## src/rtl/edge_detector_pkg.sv

```systemverilog
// Shared types and default sizes for the Sobel convolver and its magnitude unit.
package edge_detector_pkg;

  typedef enum logic [1:0] {
    IDLE  = 2'd0,
    ACCUM = 2'd1,
    DONE  = 2'd2
  } state_t;

  localparam int PIX_W   = 8;
  localparam int K_W     = 3;
  localparam int ACC_W   = 12;
  localparam int TAPS    = 9;
  localparam int PIX_MAX = 255;

endpackage

```

## src/rtl/edge_detector_mag.sv

```systemverilog
// Combinational |Gx|+|Gy| reduction to an output pixel.
// EDGE_THRESHOLD_EN: when defined, binarise against THRESHOLD instead of saturating.
module edge_detector_mag
  import edge_detector_pkg::*;
#(
  parameter int MAG_ACC_W = edge_detector_pkg::ACC_W,
  parameter int MAG_PIX_W = edge_detector_pkg::PIX_W,
  parameter int THRESHOLD = 64
) (
  input  logic signed [MAG_ACC_W-1:0] gx,
  input  logic signed [MAG_ACC_W-1:0] gy,
  output logic        [MAG_PIX_W-1:0] mag
);

  logic [MAG_ACC_W-1:0] abs_x, abs_y;
  logic [MAG_ACC_W:0]   sum;

  // Absolute values are taken as unsigned so the most negative code still fits.
  always_comb begin
    abs_x = gx[MAG_ACC_W-1] ? MAG_ACC_W'(-gx) : MAG_ACC_W'(gx);
    abs_y = gy[MAG_ACC_W-1] ? MAG_ACC_W'(-gy) : MAG_ACC_W'(gy);
    sum   = {1'b0, abs_x} + {1'b0, abs_y};
`ifdef EDGE_THRESHOLD_EN
    mag = (sum >= (MAG_ACC_W+1)'(THRESHOLD)) ? {MAG_PIX_W{1'b1}} : '0;
`else
    mag = (sum > (MAG_ACC_W+1)'({MAG_PIX_W{1'b1}})) ? {MAG_PIX_W{1'b1}} : sum[MAG_PIX_W-1:0];
`endif
  end

endmodule

```

## src/rtl/edge_detector_convolver.sv

```systemverilog
// Sequential 3x3 Sobel convolver: walks the nine taps row-major, MACs Kx/Ky
// against the returned pixel, then presents |Gx|+|Gy| on a valid/ready port.
// EDGE_THRESHOLD_EN: when defined, the result is binarised against THRESHOLD.
module edge_detector_convolver #(
  parameter int PIX_W     = edge_detector_pkg::PIX_W,
  parameter int K_W       = edge_detector_pkg::K_W,
  parameter int ACC_W     = edge_detector_pkg::ACC_W,
  parameter int THRESHOLD = 64
) (
  input  logic             Clk_i,
  input  logic             Rstn_i,
  input  logic             Start_i,
  output logic             Busy_o,
  output logic [2:0]       Xindex_o,
  output logic [2:0]       Yindex_o,
  input  logic [PIX_W-1:0] Pixel_i,
  input  logic [K_W-1:0]   Kx_i,
  input  logic [K_W-1:0]   Ky_i,
  output logic             Valid_o,
  input  logic             Ready_i,
  output logic [PIX_W-1:0] Pixel_o
);

  import edge_detector_pkg::*;

  state_t state, state_nxt;
  logic [3:0] tap;
  logic signed [ACC_W-1:0] gx, gy, gx_nxt, gy_nxt;
  logic signed [ACC_W-1:0] kx_ext, ky_ext, pix_ext;
  logic [PIX_W-1:0] mag_res;
  logic last_tap;

  assign last_tap = (tap == 4'(TAPS-1));
  assign Busy_o   = (state != IDLE);
  assign Valid_o  = (state == DONE);

  // Tap products; Sobel coefficients bound the sums to +/-1020, inside ACC_W.
  always_comb begin
    kx_ext  = ACC_W'($signed(Kx_i));
    ky_ext  = ACC_W'($signed(Ky_i));
    pix_ext = $signed(ACC_W'({1'b0, Pixel_i}));
    gx_nxt  = gx + kx_ext * pix_ext;
    gy_nxt  = gy + ky_ext * pix_ext;
  end

  // Magnitude is taken from the sums that include the current tap, so the
  // final tap lands in the result register on the same edge as DONE entry.
  edge_detector_mag #(
    .MAG_ACC_W (ACC_W),
    .MAG_PIX_W (PIX_W),
    .THRESHOLD (THRESHOLD)
  ) u_mag (
    .gx  (gx_nxt),
    .gy  (gy_nxt),
    .mag (mag_res)
  );

  // State register.
  always_ff @(posedge Clk_i or negedge Rstn_i) begin
    if (!Rstn_i) state <= IDLE;
    else         state <= state_nxt;
  end

  // Next-state: start only from IDLE, nine taps, then hold until accepted.
  always_comb begin
    state_nxt = state;
    case (state)
      IDLE:    if (Start_i)  state_nxt = ACCUM;
      ACCUM:   if (last_tap) state_nxt = DONE;
      DONE:    if (Ready_i)  state_nxt = IDLE;
      default: state_nxt = IDLE;
    endcase
  end

  // Tap walk, accumulators and result register.
  always_ff @(posedge Clk_i or negedge Rstn_i) begin
    if (!Rstn_i) begin
      tap      <= '0;
      Xindex_o <= '0;
      Yindex_o <= '0;
      gx       <= '0;
      gy       <= '0;
      Pixel_o  <= '0;
    end else begin
      case (state)
        IDLE: if (Start_i) begin
          tap      <= '0;
          Xindex_o <= '0;
          Yindex_o <= '0;
          gx       <= '0;
          gy       <= '0;
        end
        ACCUM: begin
          gx <= gx_nxt;
          gy <= gy_nxt;
          if (last_tap) begin
            tap      <= '0;
            Xindex_o <= '0;
            Yindex_o <= '0;
            Pixel_o  <= mag_res;
          end else begin
            tap <= tap + 4'd1;
            if (Yindex_o == 3'd2) begin
              Yindex_o <= '0;
              Xindex_o <= Xindex_o + 3'd1;
            end else begin
              Yindex_o <= Yindex_o + 3'd1;
            end
          end
        end
        default: ;
      endcase
    end
  end

endmodule

```

## config.mk

```make
export PLATFORM = sky130hd
export DESIGN_NAME = edge_detector_convolver
export DESIGN_NICKNAME = d
export VERILOG_FILES = /design/src/rtl/edge_detector_pkg.sv /design/src/rtl/edge_detector_mag.sv /design/src/rtl/edge_detector_convolver.sv
export SDC_FILE = /design/constraint.sdc
export NUM_CORES = 1
export LEC_CHECK = 0
export ABC_CLOCK_PERIOD_IN_PS = 8300
export CELL_PAD_IN_SITES_DETAIL_PLACEMENT = 1
export CELL_PAD_IN_SITES_GLOBAL_PLACEMENT = 1
export CORE_AREA = 2 2 103 105
export DETAILED_ROUTE_END_ITERATION = 12
export DIE_AREA = 0 0 105 107
export GPL_ROUTABILITY_DRIVEN = 0
export PLACE_DENSITY = 0.86
export RECOVER_POWER = 25
export REMOVE_ABC_BUFFERS = 1
export SETUP_SLACK_MARGIN = 0.4
export SLEW_MARGIN = 20
export SYNTH_ARGS = -nofsm -noshare
export SYNTH_HDL_FRONTEND = slang
export SYNTH_HIERARCHICAL = 1
export SYNTH_SLANG_ARGS = --single-unit
```

## constraint.sdc

```tcl
create_clock -name Clk_i -period 8.3 [get_ports Clk_i]
set_input_delay 2.49 -clock Clk_i [delete_from_list [all_inputs] [get_ports Clk_i]]
set_output_delay 2.49 -clock Clk_i [all_outputs]
set_load 0.03 [all_outputs]
```

# == Yosys cells after proc, flatten, opt, wreduce, memory -nomap -nowiden ==
# Cells that the tools add are included.
# word_totals
register_bits,44
in_bits,18
out_inout_bits,16
word_cells,53
# op_classes
n_addsub,8
mul,2
order_cmp,1
eq_ne,8
mux,20
n_reduce_logical,7
# ops
operator,count
12-bit one-hot mux with 2 select lines,2
12-bit two-way mux,3
12-bit adder,2
3-bit by 9-bit multiplier with 12-bit output,2
12-bit negation,2
3-bit two-way mux,5
12-bit by 12-bit adder with 13-bit output,1
"13-bit by 8-bit greater-than comparator with 1-bit output, second input constant",1
3-bit one-hot mux with 2 select lines,2
4-bit two-way mux,2
8-bit two-way mux,1
4-bit one-hot mux with 2 select lines,1
"3-bit by 1-bit adder with 3-bit output, second input constant",2
2-bit two-way mux,3
2-bit one-hot mux with 3 select lines,1
3-bit AND reduction,2
"4-bit by 1-bit adder with 4-bit output, second input constant",1
"4-bit == test, second input constant",1
"2-bit != test, second input constant",2
2-bit AND reduction,2
2-bit nonzero test,2
"3-bit by 2-bit == test with 1-bit output, second input constant",1
"3-bit != test, second input constant",1
"2-bit by 1-bit == test with 1-bit output, second input constant",1
3 further kinds,3

# == Longest topological paths before layout ==
# depth
ltp_word,7
ltp_mapped,25
depth_no_buf,25

# == Cells and area by module ==
# Netlist, hierarchy kept.
# by_module_without_submodules
mod,instances,cells_each,area_per_inst_um2,seq_area_each_um2
edge_detector_convolver,1,395,3913.8,1101.1
edge_detector_mag,1,133,1043.5,0.0

# == Least setup slack after synthesis ==
# Ideal clock, no wire load.
# synth_timing
kind,in2reg
from,input Pixel_i[0]
to,register Pixel_o[7]
setup_time_ps,125
arrival_time_ps,8040
required_time_ps,8175
setup_slack_ps,135
stages,21
path_buffers,0
path_cell_list,nand2b_1 -> fa_1 -> fa_1 -> fa_1 -> inv_1 -> ha_1 -> inv_1 -> fa_1 -> nor2b_1 -> o21ai_1 -> a21boi_1 -> nor2_1 -> or4_4 -> or4_4 -> nor4b_2 -> ha_1 -> or3_1 -> or3_4 -> a31oi_4 -> o211ai_1 -> mux2_2
# synth_via
elab_chain_cells,7
elab_cells_between_ends,11
cone_classes,add/sub: 5; mul: 2; order compare: 1; mux: 3
# synth_lines
item,line,rtl
from (decl),edge_detector_convolver.sv:16,"input logic [PIX_W-1:0] Pixel_i,"
3-bit by 9-bit multiplier with 12-bit output (*),edge_detector_convolver.sv:43,gy_nxt = gy + ky_ext * pix_ext;
12-bit adder (*),edge_detector_convolver.sv:43,
net gy_nxt[6],edge_detector_convolver.sv:28,"logic signed [ACC_W-1:0] gx, gy, gx_nxt, gy_nxt;"
12-bit negation,edge_detector_mag.sv:21,abs_y = gy[MAG_ACC_W-1] ? MAG_ACC_W'(-gy) : MAG_ACC_W'(gy);
12-bit two-way mux (*),edge_detector_mag.sv:21,
12-bit by 12-bit adder with 13-bit output (*),edge_detector_mag.sv:22,"sum = {1'b0, abs_x} + {1'b0, abs_y};"
13-bit by 8-bit greater-than comparator with 1-bit output,edge_detector_mag.sv:26,mag = (sum > (MAG_ACC_W+1)'({MAG_PIX_W{1'b1}})) ? {MAG_PIX_W{1'b1}} : sum[MAG_PIX_W-1:0];
8-bit two-way mux (*),edge_detector_mag.sv:26,
net mag_res[7],edge_detector_convolver.sv:30,logic [PIX_W-1:0] mag_res;
to (signal assigned),edge_detector_convolver.sv:100,Pixel_o <= mag_res;
to (decl),edge_detector_convolver.sv:21,output logic [PIX_W-1:0] Pixel_o
# The timed path passes the listed nets; every way through them passes the cells marked *.
# A chain may end at the register's enable or synchronous reset.

# == Worst setup path in the final report ==
# layout_timing
from,input Ky_i[2]
to,register Pixel_o[7]
# layout_via
elab_chain_cells,7
# layout_lines
item,line,rtl
from (decl),edge_detector_convolver.sv:18,"input logic [K_W-1:0] Ky_i,"
3-bit by 9-bit multiplier with 12-bit output (*),edge_detector_convolver.sv:43,
12-bit adder (*),edge_detector_convolver.sv:43,
net gy_nxt[8],edge_detector_convolver.sv:28,
12-bit negation,edge_detector_mag.sv:21,
12-bit two-way mux (*),edge_detector_mag.sv:21,
12-bit by 12-bit adder with 13-bit output (*),edge_detector_mag.sv:22,
13-bit by 8-bit greater-than comparator with 1-bit output (*),edge_detector_mag.sv:26,
8-bit two-way mux (*),edge_detector_mag.sv:26,
net mag_res[7],edge_detector_convolver.sv:30,
# Marked as above.

==> impl_summary.md <==
Timing
Setup repair after global routing could not meet its margin everywhere. On the final layout, the worst clock skew is 0.02317 ns. The timing-limited maximum frequency is 117.9 MHz.

Hold timing on the final database bottoms out at a slack of 0.5187 ns. The least setup slack across all paths after layout is -0.1847 ns. For the finished layout, the period the worst path requires is 8.485 ns. For the pin with the worst max-slew slack, the measured transition is 2.577 ns.

The worst path uses 102.2% of the clock period. The final number of max-transition violations is 45. Headroom to the max-slew limit came out at -71.80%. The count of endpoints failing hold in the final timing report came to 0. Setup violations remaining at the end of the flow were counted as 8.

Run status
The run finished, with violations left. The final reports fail on capacitance limit, slew limit, setup timing.

Worst setup path
For the worst setup path, the data required time is 8.51 ns. The sort of element at the start of the critical path is an input pin. At the worst endpoint, the arrival time is 8.69 ns. The worst setup path is captured at a flip-flop. Of all nets on the critical path, the largest fanout is 8.

The path type of the worst setup path is in2reg.

Clocking
Clock-pin slew was measured on the worst setup and hold paths at 0.09 ns. The deepest clock path buffer count is 2. TritonCTS created 5 clock buffers. The clock latency on the worst-skew pair is 0.34 ns. The number of hold-repair buffers added at the cts stage is 0. In this run the number of H-tree levels came out at 2.

The clock tree from TritonCTS is done. The master cell of the clock root buffer is sky130_fd_sc_hd__clkbuf_8. For this design, the sink count on the clock tree is 44.

Route
The post-detailed-routing wire length is 23250 um. The remaining design rule violation count is 0. The first-pass iteration count of the detailed router is 5.

For this block, the via count after detailed routing is 5177. The detail route stage leaves a number of antenna-violating nets equal to 0. After detailed routing, the number of vias per cell comes to 6.344. The routed length per placed instance is 28.49 um.

The detailed router finished its first iteration with 379 violations.

Logic synthesis
The fraction of post-synthesis cell area in the top cell type by area is 22.21%. The fraction of the yosys area taken by sequential cells is 22.21%. The commonest cells after synthesis are sky130_fd_sc_hd__ha_1 (63), sky130_fd_sc_hd__inv_1 (60), sky130_fd_sc_hd__dfrtp_1 (44). The most instantiated flip-flop cell in the synthesis netlist is sky130_fd_sc_hd__dfrtp_1. In this run, synthesis inferred 0 flip-flops with an integrated enable.

Summing the areas of all xor and xnor instances in the mapped netlist gives 7.244% of the synthesized area. After synthesis, the cell types taking the most area are sky130_fd_sc_hd__dfrtp_1 (22%), sky130_fd_sc_hd__ha_1 (16%), sky130_fd_sc_hd__fa_1 (13%). The adder-cell share of the synthesized area is 29.23%. sky130_fd_sc_hd__dfrtp_1 takes more of the synthesized area than any other cell. In this run the mean area of a mapped cell was 9.389 um2. The synthesized netlist devotes 16.18% of its cell area to simple gates.

The count of warnings emitted by yosys is 6. Counting flops with an async set or reset pin after synthesis yields a share of 100.0%. The combined area of all synthesized cells is 0.004957 mm2. The synthesized netlist devotes 17.59% of its cell area to compound gates. The count of distinct cell types in the synthesized netlist is 56. The most common cell in the synthesized netlist is sky130_fd_sc_hd__ha_1. The synthesized flop and latch total is 44. The post-synthesis cell count is 528. In the synthesized netlist, mux cells make up 2.221% of the area. After synthesis, the largest family of logic cells by area is adder cells.

Final layout
At the end of the flow, the number of nets in the layout was 793. The relative area change from synthesis to final layout is 39.65%. The repair_antennas step left the layout with diodes totalling 0. The number of inserted filler cells in the final layout is 1110.

The combined area of the multi-input logic cells is 0.004089 mm2. Registers take 0.001101 mm2. The share of final-layout standard cells stronger than drive strength 1 is 34.41%.

Min path
The type of the most critical hold path is reg2reg.

Die
After floorplanning, the core was sized to cover 0.01009 mm2. The initial standard-cell utilization of the core is 49.12%. The die span in y is 107 um. The die covers 0.01124 mm2. The cell row count is 37. The total I/O pin count is 34. The x dimension of the die is 105 um.

Flow run
The number of violations of the max-capacitance limit is 1.

GRT
The global route total overflow is 0. The pin count of the biggest net entering global routing is 45. In the global route stage, overall resource usage came out at 33.04%. The initial antenna violation count is 0.

The first global-routing pass estimated 28640 um of wire. The via count of the first global-routing pass is 5370.

Placed design
In this run the tool buffered the top-level ports with 33 buffer cells. The worst setup timing slack at the placement stage is -0.7907 ns. Detailed placement ended at an HPWL of 12470 um.
## critical path: stages
cell	delay, ns
sky130_fd_sc_hd__buf_2	0.13
sky130_fd_sc_hd__buf_4	0.15
sky130_fd_sc_hd__clkinvlp_4	0.16
sky130_fd_sc_hd__buf_6	0.18
sky130_fd_sc_hd__buf_4	0.14
sky130_fd_sc_hd__fa_1	0.57
sky130_fd_sc_hd__fa_1	0.44
sky130_fd_sc_hd__inv_2	0.08
sky130_fd_sc_hd__ha_4	0.14
sky130_fd_sc_hd__inv_2	0.04
sky130_fd_sc_hd__fa_2	0.39
sky130_fd_sc_hd__nor2b_2	0.13
sky130_fd_sc_hd__o21ai_2	0.09
sky130_fd_sc_hd__a21boi_2	0.25
sky130_fd_sc_hd__o21ai_1	0.16
sky130_fd_sc_hd__a21boi_1	0.29
sky130_fd_sc_hd__nor2_1	0.17
sky130_fd_sc_hd__or4_4	0.57
sky130_fd_sc_hd__nor4b_4	0.38
sky130_fd_sc_hd__ha_4	0.26
sky130_fd_sc_hd__or3_1	0.35
sky130_fd_sc_hd__or3_4	0.35
sky130_fd_sc_hd__a31oi_4	0.29
sky130_fd_sc_hd__o211ai_1	0.17
sky130_fd_sc_hd__mux2_4	0.29
## cells in the final DEF (no fill, tap or decap), types with 8 or more instances in the layout
cell type	instances
sky130_fd_sc_hd__nor2_1	16
sky130_fd_sc_hd__nand3_1	10
sky130_fd_sc_hd__a22o_1	19
sky130_fd_sc_hd__inv_1	55
sky130_fd_sc_hd__buf_4	113
sky130_fd_sc_hd__fa_1	27
sky130_fd_sc_hd__ha_4	13
sky130_fd_sc_hd__nand2_1	33
sky130_fd_sc_hd__a21oi_1	10
sky130_fd_sc_hd__buf_6	8
sky130_fd_sc_hd__nand2b_1	9
sky130_fd_sc_hd__clkdlybuf4s50_1	18
sky130_fd_sc_hd__ha_1	47
sky130_fd_sc_hd__a21o_1	11
sky130_fd_sc_hd__o21ai_0	27
sky130_fd_sc_hd__xnor2_1	28
sky130_fd_sc_hd__dfrtp_1	44
sky130_fd_sc_hd__and2_1	27
## final timing paths
check	from	to	slack, ns	depth (start not counted)
min in group asynchronous	Rstn_i	gx[9]	2.94	1
max	Ky_i[2]	Pixel_o[7]	-0.18	25
max reg2reg	gy[3]	Pixel_o[7]	2.58	21
max in group asynchronous	Rstn_i	gx[2]	3.87	1
min reg2reg	gy[9]	gy[9]	0.52	1
min	gy[9]	gy[9]	0.52	1
## cell type report
| type | instances | area share (%) |
|---|---|---|
| repair buffers | 153 | 17.80 |
| inverters | 61 | 3.362 |
| clock inverters | 2 | 0.2169 |
| flip-flops and latches | 44 | 15.90 |
| multi-input cells | 414 | 59.06 |
| clock buffers | 6 | 1.193 |
| well taps | 136 | 2.458 |
## cell families (layout without fill, tap and decap cells)
| logic type | count (synthesis) | after routing |
|---|---|---|
| xor gates and xnor gates | 41 | 41 |
| DFF | 44 | 44 |
| buffers and inverters | 70 | 222 |
| and+or+nand+nor | 145 | 145 |
| AOI/OAI and AO/OA | 122 | 122 |
| adders and majority gates | 96 | 96 |
| muxes | 10 | 10 |
## sequential cells by signal, indices dropped and copies added, names as in the netlist
signal	cells
tap	4
Pixel_o	8
state	2
Yindex_o	3
Xindex_o	3
gy	12
gx	12
## per-stage QoR
step / utilization (%) / setup TNS (ns) / cells / instance area (um2)
final: 68.60 / -1.009 / 816 / 6923
after global routing: 68.60 / -1.603 / 816 / 6923
after CTS: 65.14 / 0 / 802 / 6574
after detailed placement: 60.64 / -6.130 / 781 / 6120
after global placement: 60.64 / -4.122 / 781 / 6120
after floorplan: - / 0 / 519 / 4922
## metal layers
layer  routed length, um  up-vias  track usage, %
met2               11540      323           62.71
li1                    -     2135               -
met4                1860        0           14.19
met3                1520      131           4.924
met1                8325     2588           36.53
met5                   0        -               0
## timing repair
item	CTS	global route
pin swaps	39	55
endpoints found under the setup margin	8	8
gates cloned	1	0
buffers inserted	12	14
resized for setup	79	61
Power is not shown: default switching activity piles up to over one toggle a cycle in this logic, so the estimate is an artifact.
